`src/rtl/seg7_pkg.sv`:
```
`default_nettype none
// ============================================================================
// Module   : seg7_pkg
// Brief    : Shared segment type, segment constants, hex decoder, FSM states.
// Revision : 1.0
// ============================================================================
package seg7_pkg;

  // Bit 0 = segment a ... bit 6 = segment g, bit 7 = decimal point.
  typedef logic [7:0] seg_t;

  localparam seg_t SEG_BLANK = 8'h00;
  localparam seg_t SEG_MINUS = 8'h40;

  typedef enum logic [2:0] {
    ST_IDLE     = 3'd0,
    ST_LOAD     = 3'd1,
    ST_SHIFT_LO = 3'd2,
    ST_SHIFT_HI = 3'd3,
    ST_LATCH    = 3'd4
  } state_t;

  function automatic seg_t hex_to_seg(input logic [3:0] nib);
    seg_t seg;
    case (nib)
      4'h0: seg = 8'h3F;
      4'h1: seg = 8'h06;
      4'h2: seg = 8'h5B;
      4'h3: seg = 8'h4F;
      4'h4: seg = 8'h66;
      4'h5: seg = 8'h6D;
      4'h6: seg = 8'h7D;
      4'h7: seg = 8'h07;
      4'h8: seg = 8'h7F;
      4'h9: seg = 8'h6F;
      4'hA: seg = 8'h77;
      4'hB: seg = 8'h7C;
      4'hC: seg = 8'h39;
      4'hD: seg = 8'h5E;
      4'hE: seg = 8'h79;
      default: seg = 8'h71;
    endcase
    return seg;
  endfunction

endpackage
`default_nettype wire

```
`src/rtl/seg7_frame_builder.sv`:
```
`default_nettype none
// ============================================================================
// Module   : seg7_frame_builder
// Brief    : Combinational magnitude+sign to full display frame (digit N-1 on top).
// Revision : 1.0
// ============================================================================
module seg7_frame_builder
  import seg7_pkg::*;
#(
  parameter int DATA_WIDTH          = 16,
  parameter int NUM_7_SEG_DISPLAYS  = 5,
  parameter int BLANK_LEADING_ZEROS = 1,
  parameter int SEG_ACTIVE_LOW      = 0
) (
  input  logic [DATA_WIDTH-1:0]           i_data,
  input  logic                            i_data_is_neg,
  input  logic                            i_blank,
  output logic [8*NUM_7_SEG_DISPLAYS-1:0] o_frame
);

  localparam int c_NIB_W = 4 * NUM_7_SEG_DISPLAYS;

  logic [c_NIB_W-1:0] w_value;
  logic               w_show_sign;
  int                 w_sig;
  int                 w_pos;
  seg_t               w_seg;

  generate
    if (DATA_WIDTH >= c_NIB_W) begin : g_trunc
      assign w_value = i_data[c_NIB_W-1:0];
    end else begin : g_ext
      assign w_value = {{(c_NIB_W-DATA_WIDTH){1'b0}}, i_data};
    end
  endgenerate

  // Number of significant digits; a zero value still shows one "0".
  always_comb begin
    w_sig = 1;
    for (int k = 0; k < NUM_7_SEG_DISPLAYS; k++) begin
      if (w_value[4*k +: 4] != 4'h0) w_sig = k + 1;
    end
  end

  assign w_show_sign = i_data_is_neg && (w_value != '0);
  assign w_pos = (BLANK_LEADING_ZEROS != 0) ?
                 ((w_sig < NUM_7_SEG_DISPLAYS - 1) ? w_sig : NUM_7_SEG_DISPLAYS - 1) :
                 NUM_7_SEG_DISPLAYS - 1;

  always_comb begin
    o_frame = '0;
    w_seg   = SEG_BLANK;
    for (int k = 0; k < NUM_7_SEG_DISPLAYS; k++) begin
      w_seg = hex_to_seg(w_value[4*k +: 4]);
      if ((BLANK_LEADING_ZEROS != 0) && (k >= w_sig)) w_seg = SEG_BLANK;
      if (w_show_sign && (k == w_pos))                w_seg = SEG_MINUS;
      if (i_blank)                                    w_seg = SEG_BLANK;
      if (SEG_ACTIVE_LOW != 0)                        w_seg = ~w_seg;
      o_frame[8*k +: 8] = w_seg;
    end
  end

endmodule
`default_nettype wire

```
`src/rtl/seg7_sr_driver.sv`:
```
`default_nettype none
// ============================================================================
// Module   : seg7_sr_driver
// Brief    : Valid/ready 7-segment frame driver for an external shift-register chain.
// Revision : 1.0
// ============================================================================
module seg7_sr_driver
  import seg7_pkg::*;
#(
  parameter int DATA_WIDTH          = 16,
  parameter int NUM_7_SEG_DISPLAYS  = 5,
  parameter int CLK_DIV             = 2,
  parameter int BLANK_LEADING_ZEROS = 1,
  parameter int SEG_ACTIVE_LOW      = 0
) (
  input  logic                  clk,
  input  logic                  rst_n,
  input  logic [DATA_WIDTH-1:0] i_data,
  input  logic                  i_data_is_neg,
  input  logic                  i_valid,
  output logic                  o_ready,
  output logic                  o_sr_data,
  output logic                  o_sr_clk,
  output logic                  o_sr_latch
);

  localparam int c_FRAME_W = 8 * NUM_7_SEG_DISPLAYS;
  localparam int c_BIT_W   = $clog2(c_FRAME_W);
  localparam int c_DIV_W   = $clog2(CLK_DIV + 1);

  localparam logic [c_BIT_W-1:0] c_BIT_FIRST = c_BIT_W'(c_FRAME_W - 1);
  localparam logic [c_DIV_W-1:0] c_DIV_LAST  = c_DIV_W'(CLK_DIV - 1);

  state_t                 r_state;
  logic [DATA_WIDTH-1:0]  r_data;
  logic                   r_neg;
  logic                   r_blank_req;
  logic [c_FRAME_W-1:0]   r_frame;
  logic [c_BIT_W-1:0]     r_bit_cnt;
  logic [c_DIV_W-1:0]     r_div_cnt;

  logic [c_FRAME_W-1:0]   w_frame;
  logic                   w_div_done;
  logic                   w_next_bit;

  seg7_frame_builder #(
    .DATA_WIDTH          (DATA_WIDTH),
    .NUM_7_SEG_DISPLAYS  (NUM_7_SEG_DISPLAYS),
    .BLANK_LEADING_ZEROS (BLANK_LEADING_ZEROS),
    .SEG_ACTIVE_LOW      (SEG_ACTIVE_LOW)
  ) u_frame_builder (
    .i_data        (r_data),
    .i_data_is_neg (r_neg),
    .i_blank       (r_blank_req),
    .o_frame       (w_frame)
  );

  assign w_div_done = (r_div_cnt == c_DIV_LAST);
  // The bit counter runs from the frame MSB down to 0; this is the bit after the current one.
  assign w_next_bit = r_frame[r_bit_cnt - c_BIT_W'(1)];

  always_ff @(posedge clk or negedge rst_n) begin
    if (!rst_n) begin
      r_state     <= ST_LOAD;
      r_data      <= '0;
      r_neg       <= 1'b0;
      r_blank_req <= 1'b1;
      r_frame     <= '0;
      r_bit_cnt   <= '0;
      r_div_cnt   <= '0;
      o_ready     <= 1'b0;
      o_sr_data   <= 1'b0;
      o_sr_clk    <= 1'b0;
      o_sr_latch  <= 1'b0;
    end else begin
      unique case (r_state)
        ST_IDLE: begin
          if (i_valid && o_ready) begin
            r_data      <= i_data;
            r_neg       <= i_data_is_neg;
            r_blank_req <= 1'b0;
            o_ready     <= 1'b0;
            r_state     <= ST_LOAD;
          end
        end

        ST_LOAD: begin
          r_frame     <= w_frame;
          r_blank_req <= 1'b0;
          r_bit_cnt   <= c_BIT_FIRST;
          r_div_cnt   <= '0;
          o_sr_clk    <= 1'b0;
          o_sr_data   <= w_frame[c_FRAME_W-1];
          r_state     <= ST_SHIFT_LO;
        end

        ST_SHIFT_LO: begin
          if (w_div_done) begin
            r_div_cnt <= '0;
            o_sr_clk  <= 1'b1;
            r_state   <= ST_SHIFT_HI;
          end else begin
            r_div_cnt <= r_div_cnt + c_DIV_W'(1);
          end
        end

        ST_SHIFT_HI: begin
          if (w_div_done) begin
            r_div_cnt <= '0;
            o_sr_clk  <= 1'b0;
            if (r_bit_cnt == '0) begin
              o_sr_data  <= 1'b0;
              o_sr_latch <= 1'b1;
              r_state    <= ST_LATCH;
            end else begin
              r_bit_cnt <= r_bit_cnt - c_BIT_W'(1);
              o_sr_data <= w_next_bit;
              r_state   <= ST_SHIFT_LO;
            end
          end else begin
            r_div_cnt <= r_div_cnt + c_DIV_W'(1);
          end
        end

        ST_LATCH: begin
          if (w_div_done) begin
            r_div_cnt  <= '0;
            o_sr_latch <= 1'b0;
            o_ready    <= 1'b1;
            r_state    <= ST_IDLE;
          end else begin
            r_div_cnt <= r_div_cnt + c_DIV_W'(1);
          end
        end

        default: begin
          r_state <= ST_IDLE;
        end
      endcase
    end
  end

endmodule
`default_nettype wire

```
`config.mk`:
```
export PLATFORM = sky130hd
export DESIGN_NAME = seg7_sr_driver
export DESIGN_NICKNAME = d
export VERILOG_FILES = /design/src/rtl/seg7_pkg.sv /design/src/rtl/seg7_frame_builder.sv /design/src/rtl/seg7_sr_driver.sv
export SDC_FILE = /design/constraint.sdc
export NUM_CORES = 1
export LEC_CHECK = 0
export BUFFER_PORTS_ARGS = -buffer_cell sky130_fd_sc_hd__buf_2
export CAP_MARGIN = 10
export CORE_UTILIZATION = 30
export CTS_CLUSTER_SIZE = 12
export DETAILED_ROUTE_END_ITERATION = 8
export GPL_ROUTABILITY_DRIVEN = 1
export GPL_TIMING_DRIVEN = 0
export PLACE_DENSITY = 0.53
export SYNTH_ARGS = -nofsm -noshare
export SYNTH_HDL_FRONTEND = slang
export SYNTH_SLANG_ARGS = --single-unit
```
`constraint.sdc`:
```
create_clock -name clk -period 2.05 [get_ports clk]
set_input_delay 0.1025 -clock clk [delete_from_list [all_inputs] [get_ports clk]]
set_output_delay 0.1025 -clock clk [all_outputs]
set_load 0.01 [all_outputs]
```
==> results of run 1 <==
==> power by group through the flow <==
stage          clock network (mW)  logic (mW)  registers [mW]
4_1_cts                      1.38      0.0653            1.24
3_3_place_gp                    0      0.0439            1.27
2_1_floorplan                   0    0.000334            1.27
6_report                     1.34      0.0625            1.25
5_1_grt                      1.43      0.0717            1.24
3_5_place_dp                    0      0.0450            1.27
==> path summary, 6_finish.rpt <==
kind	start	to	depth (start not counted)
setup / recovery	r_bit_cnt[1]	o_sr_data	8
hold / removal	i_data[6]	r_data[6]	2
setup reg to reg	r_bit_cnt[1]	o_sr_data	8
hold reg to reg	r_frame[9]	r_frame[9]	2
max in group asynchronous	rst_n	r_bit_cnt[2]	2
min in group asynchronous	rst_n	r_data[1]	2
==> sequential cells by signal, summed over array words and instances (netlist names) <==
register,count
r_frame,30
r_data,16
r_bit_cnt,6
r_state,3
r_div_cnt,2
o_ready,1
o_sr_clk,1
o_sr_data,1
o_sr_latch,1
r_blank_req,1
r_neg,1
==> logic make-up (layout without fill, tap and decap cells) <==
group                      Yosys count  in the layout  share of synthesized area [%]
AOI/OAI and AO/OA                  112            112                          18.87
adders and majority gates           26             26                          8.575
buffers and inverters               40            114                          3.958
and+or+nand+nor                    133            133                          16.23
DFF                                 63             63                          41.62
xor gates and xnor gates             8              8                          2.045
muxes                               23             23                          8.707
==> timing repair <==
item,4_1_cts,5_1_grt
hold buffers,14,0
cloned,0,0
resized for setup,29,22
endpoints found under the setup margin,46,47
pin swaps,6,10
buffers inserted,10,12
hold endpoints to repair,74,0
==> layer usage <==
metal  GRT usage [%]  vias up
met5               0        -
met3           2.435       10
met4           7.013        0
li1                -     1582
met2           25.17       40
met1           20.98     1552
==> final cells by class <==
| type | count | area [sq um] |
|---|---|---|
| multi-input combinational | 302 | 2250 |
| fill | 1211 | 7241 |
| tap | 168 | 210.2 |
| buffer | 22 | 92.59 |
| clock inverter | 2 | 10.01 |
| sequential | 63 | 1585 |
| inverter | 18 | 72.57 |
| clock buffer | 13 | 240.2 |
| timing repair buffer | 59 | 460.4 |
==> cell usage after synthesis (all sizes together), types with 2 or more instances <==
| master | count | area share [%] |
|---|---|---|
| a21o | 2 | 0.40 |
| a21oi | 20 | 2.6 |
| a22o | 15 | 3.5 |
| a22oi | 2 | 0.40 |
| a31oi | 6 | 0.99 |
| a32o | 3 | 0.79 |
| a32oi | 2 | 0.46 |
| and2 | 4 | 0.66 |
| and3 | 2 | 0.33 |
| clkbuf | 21 | 2.1 |
| dfrtp | 61 | 40 |
| dfstp | 2 | 1.4 |
| ha | 26 | 8.6 |
| inv | 18 | 1.8 |
| mux2 | 8 | 2.4 |
| mux2i | 9 | 2.4 |
| mux4 | 6 | 4.0 |
| nand2 | 56 | 5.5 |
| nand2b | 7 | 1.2 |
| nand3 | 8 | 1.1 |
| nand3b | 2 | 0.40 |
| nor2 | 29 | 2.9 |
| nor2b | 7 | 1.2 |
| nor3 | 11 | 1.6 |
| nor3b | 2 | 0.40 |
| o211ai | 4 | 0.79 |
| o21ai | 44 | 5.8 |
| o311ai | 3 | 0.69 |
| o31ai | 2 | 0.40 |
| o41ai | 2 | 0.46 |
| or3b | 2 | 0.46 |
| xnor2 | 6 | 1.4 |
| xor2 | 2 | 0.66 |
==> critical path, delay by kind of cell (launching register included) <==
family	cells	cell delay, ns
and+or+nand+nor	1	0.47
DFF	1	0.42
muxes	1	0.35
buffers and inverters	2	0.21
adders and majority gates	1	0.20
xor gates and xnor gates	1	0.16
AOI/OAI and AO/OA	2	0.15
==> run summary, run 1 <==
FFs w/ async S/R, synth -> 100.0%
CP Max Fanout -> 7
DP Area -> 4170 sq um
Total negative slack -> -0.01761 ns
TritonCTS clock tree -> done
Nets -> 521
Post-DR wirelength/cell -> 14.79 um
Cells after synthesis -> 405
Core Region -> 12,160 sq um
Largest net degree at the start of global routing -> 64
Die Span Y -> 114.5 um
Max-Cap Viols -> 0
Max-slew headroom -> 44.28%
Synth cell types -> 48
Placed Instances -> 596
Root buffer cell -> clkbuf_16
Routed wl met3 -> 241 um
RSZ-0062 raised after global routing -> yes
Chip width -> 114.5 um
Tot GR Track Use -> 15.71%
Top routing layer used -> met4
Design area -> 4921 sq um
Area of the die -> 13,100 sq um
GRT overflow -> 0
Total CTS buffers -> 9
Final design utilization -> 40.46%
Ys flop type -> dfrtp_1
I/O pins -> 24
Switching portion of total power -> 21.43%
DRC violation total after the first TritonRoute iteration -> 181
Power Total -> 2.652 mW
Final setup skew -> 0.008653 ns
CP Launch Type -> register
Psw -> 0.5682 mW
Share of cells above drive strength 1 -> 23.17%
DRT antenna net count -> 0
Antenna Cells -> 0
Synthesized Nets -> 451
Failing checks -> negative setup slack
Final wirelength -> 9570 um
Ys Warns -> 0
Slew Viols, Final -> 0
CP endpoint kind -> register
CTS clk-pin slew, worst paths -> 0.05 ns
# H-tree levels -> 3
Slowest-stage cell, CP -> or4_1
Starting Density -> 31.19%
Worst Slack Setup Final -> -0.01761 ns
Antenna violations before repair -> 0
Leading cell type in the layout, fill and taps excluded -> dfrtp_1
PwrDens -> 538.9 nW/um^2
Status -> finished, violations left
Pre-CTS setup slack -> -0.7776 ns
R2r setup slk -> -0.02 ns
Clock insertion delay at the later pin of the skew report -> 0.33 ns
Synthesis-to-finish area growth -> 29.72%
GPL Wtd Cong -> 0.8038
WS Path Type -> reg -> reg
Global-route wire length before repair -> 15,700 um
Combinational share of power -> 2.4%
# rows -> 40
Internal power -> 2.084 mW
CP Cell Sequence -> inv_2, ha_4, xor2_4, buf_12, mux4_2, o22ai_2, or4_1, o311ai_1
Number of global-route vias before repair -> 3,042
VDD IR max -> 0.2600 mV
CP arrival -> 2.30 ns
Final Hold Vio Count -> 0
Number of port buffers -> 23
Non-Filler Instances -> 647
Seq pwr share -> 47.0%
Seq cells post-synth -> 63
Leak Pwr -> 2.159 nW
Remaining DRCs -> 0
Period utilisation layout -> 100.9%
Post-Syn Area -> 3794 sq um
CP max stage delay -> 0.47 ns
Hold Path Class -> in -> reg
Clk sink count -> 63
Clock power frac -> 50.7%
Worst-Margin Slew -> 0.8358 ns
Clock Path Buffers -> 2
Critical path required time -> 2.28 ns
Vias per std cell -> 4.921
Mean Syn Cell Area -> 9.367 sq um
Vias -> 3,184
DRT Pass-1 Iters -> 4
M1 WL -> 4593 um
Commonest non-fill, non-tap cells in the layout -> 56 x dfrtp_1, 54 x nand2_1, 43 x o21ai_0
Minimum clock period -> 2.068 ns
Maximum clock rate -> 483.7 MHz
Setup violations, final -> 1
Met2 wire len -> 4594 um
Sequential share of the synthesized area -> 41.62%
Hold slack -> 0.01052 ns
Post-synth EDFFs -> 0
Hpwl dp -> 6409 um
Power figures use the tool's default switching activity.
==> inputs of run 2 (changes only) <==
--- a/config.mk
+++ b/config.mk
@@ -12,7 +12,7 @@
 export DETAILED_ROUTE_END_ITERATION = 8
 export GPL_ROUTABILITY_DRIVEN = 1
 export GPL_TIMING_DRIVEN = 0
-export PLACE_DENSITY = 0.53
+export PLACE_DENSITY = 0.51
 export SYNTH_ARGS = -nofsm -noshare
 export SYNTH_HDL_FRONTEND = slang
 export SYNTH_SLANG_ARGS = --single-unit
==> constraint.sdc (replaced) <==
create_clock -name clk -period 2.1 [get_ports clk]
set_input_delay 0.105 -clock clk [delete_from_list [all_inputs] [get_ports clk]]
set_output_delay 0.105 -clock clk [all_outputs]
set_load 0.01 [all_outputs]
==> run summary, run 2 (synthesis results as in run 1) <==
Pre-CTS setup slack -> -0.6491 ns (+0.1285 ns)
Leading cell type in the layout, fill and taps excluded -> dfrtp_1
Number of port buffers -> 23 (unchanged)
I/O pins -> 24 (unchanged)
Vias per std cell -> 4.905 (-0.32%)
CP arrival -> 2.28 ns (-0.02 ns)
Total CTS buffers -> 9 (unchanged)
CP Cell Sequence -> inv_2, ha_4, xor2_4, buf_12, mux4_1, o22ai_1, or4_1, o311ai_1
Slowest-stage cell, CP -> mux4_1
Top flop regs -> r_frame x30, r_data x16, r_bit_cnt x6
WS Path Type -> reg -> reg
Worst setup startpoint -> r_bit_cnt[1]
Clk sink count -> 63 (unchanged)
Placed Instances -> 596 (unchanged)
TritonCTS clock tree -> done
Final Hold Vio Count -> 0 (unchanged)
Antenna Cells -> 0 (unchanged)
Routed wl met3 -> 230 um (-4.6%)
PwrDens -> 554.5 nW/um^2 (+2.9%)
Remaining DRCs -> 0 (unchanged)
DRT antenna net count -> 0 (unchanged)
Non-Filler Instances -> 655 (+1.2%)
Maximum clock rate -> 481.7 MHz (-0.41%)
Core Region -> 12,160 sq um (unchanged)
Largest reg by FF count -> r_frame
GPL Wtd Cong -> 0.7995 (-0.53%)
Clock insertion delay at the later pin of the skew report -> 0.33 ns (about the same)
# rows -> 40 (unchanged)
CTS clk-pin slew, worst paths -> 0.06 ns (about the same)
CP Max Fanout -> 7 (unchanged)
Design area -> 4950 sq um (+0.58%)
Starting Density -> 31.19% (unchanged)
Leak Pwr -> 2.227 nW (+3.2%)
Largest net degree at the start of global routing -> 64 (unchanged)
Tot GR Track Use -> 15.41% (-0.30 points)
Minimum clock period -> 2.076 ns (+0.008539 ns)
Setup violations, final -> 0 (-1)
Crit path max-delay family -> multiplexers
Switching portion of total power -> 20.38% (-1.0 points)
Synthesis-to-finish area growth -> 30.48%
CP endpoint kind -> register
Psw -> 0.5594 mW (-1.6%)
Share of cells above drive strength 1 -> 23.61% (+0.44 points)
Antenna violations before repair -> 0 (unchanged)
Nets -> 528 (+1.3%)
CP Launch Type -> register
Commonest non-fill, non-tap cells in the layout -> 59 x dfrtp_1, 56 x nand2_1, 43 x o21ai_0
Vias -> 3,213 (+0.91%)
Status -> finished clean
Min-Delay Startpoint -> i_data[7]
Internal power -> 2.185 mW (+4.9%)
Slew Viols, Final -> 0 (unchanged)
Worst Slack Setup Final -> 0.02385 ns (+0.04146 ns)
Critical path required time -> 2.30 ns (+0.02 ns)
Combinational share of power -> 2.0% (-0.4 points)
Max-slew headroom -> 45.39% (+1.1 points)
Total negative slack -> 0 ns (+0.01761 ns)
DP Area -> 4149 sq um (-0.51%)
# H-tree levels -> 3 (unchanged)
DRT Pass-1 Iters -> 4 (unchanged)
Final setup skew -> 0.006494 ns (-0.002158 ns)
Power Total -> 2.745 mW (+3.5%)
CP max stage delay -> 0.54 ns (+0.07 ns)
Largest register FFs -> 30 (unchanged)
M1 WL -> 4491 um (-2.2%)
Period utilisation layout -> 98.86% (-2.0 points)
Die Span Y -> 114.5 um (unchanged)
Global-route wire length before repair -> 15,750 um (+0.31%)
GRT overflow -> 0 (unchanged)
Clock Path Buffers -> 2 (unchanged)
Seq pwr share -> 44.3% (-2.7 points)
Top routing layer used -> met4
Crit path buf inv count -> 2 (unchanged)
Worst-Margin Slew -> 0.8191 ns (-0.01670 ns)
Hold Path Class -> in -> reg
Hold slack -> 0.004625 ns (-0.005891 ns)
Chip width -> 114.5 um (unchanged)
Worst R2R Start -> r_bit_cnt[1]
RSZ-0062 raised after global routing -> yes
Clock power frac -> 53.7% (+3.0 points)
DRC violation total after the first TritonRoute iteration -> 120 (-34%)
Final wirelength -> 9386 um (-1.9%)
Hpwl dp -> 6461 um (+0.81%)
Met2 wire len -> 4527 um (-1.5%)
Post-DR wirelength/cell -> 14.33 um (-3.1%)
Max-Cap Viols -> 0 (unchanged)
Root buffer cell -> clkbuf_16
Area of the die -> 13,100 sq um (unchanged)
Final design utilization -> 40.70% (+0.24 points)
VDD IR max -> 0.3983 mV (+53%)
Number of global-route vias before repair -> 3,141 (+3.3%)
-- run 2: timing repair --
| item | CTS | global route |
|---|---|---|
| buffers inserted | 16 | 17 |
| endpoints found under the setup margin | 44 | 41 |
| pin swaps | 7 | 10 |
| endpoints found under the hold margin | 70 | 0 |
| resized for setup | 26 | 17 |
| hold buffers | 10 | 0 |
-- run 2: power by group through the flow --
stage / clock network, mW / logic [mW] / registers [mW]
finish: 1.47 / 0.0548 / 1.22
global route: 1.56 / 0.0627 / 1.21
CTS: 1.50 / 0.0579 / 1.21
detailed placement: 0 / 0.0435 / 1.24
global placement: 0 / 0.0419 / 1.24
floorplan: 0 / 0.000326 / 1.24
-- run 2: final cells by class --
type | instances | area [sq um]
inverter | 18 | 67.56
multi-input combinational | 302 | 2212
fill | 1175 | 7212
tap | 168 | 210.2
timing repair buffer | 66 | 494.2
sequential | 63 | 1582
buffer | 22 | 92.59
clock buffer | 12 | 246.5
clock inverter | 4 | 45.04
-- run 2: final timing paths --
| check | end | slack [ns] | cells after the start |
|---|---|---|---|
| max in group asynchronous | r_bit_cnt[2] | 1.10 | 2 |
| setup / recovery | o_sr_data | 0.02 | 8 |
| hold reg to reg | r_frame[10] | 0.48 | 1 |
| setup reg to reg | o_sr_data | 0.02 | 8 |
| min in group asynchronous | r_data[1] | 0.41 | 2 |
| hold / removal | r_data[7] | 0.005 | 2 |
-- run 2: routing by layer --
metal	up-vias	track usage (%)
met5	-	0
met4	0	5.887
met3	14	1.959
met2	47	25.25
met1	1556	20.77
li1	1596	-
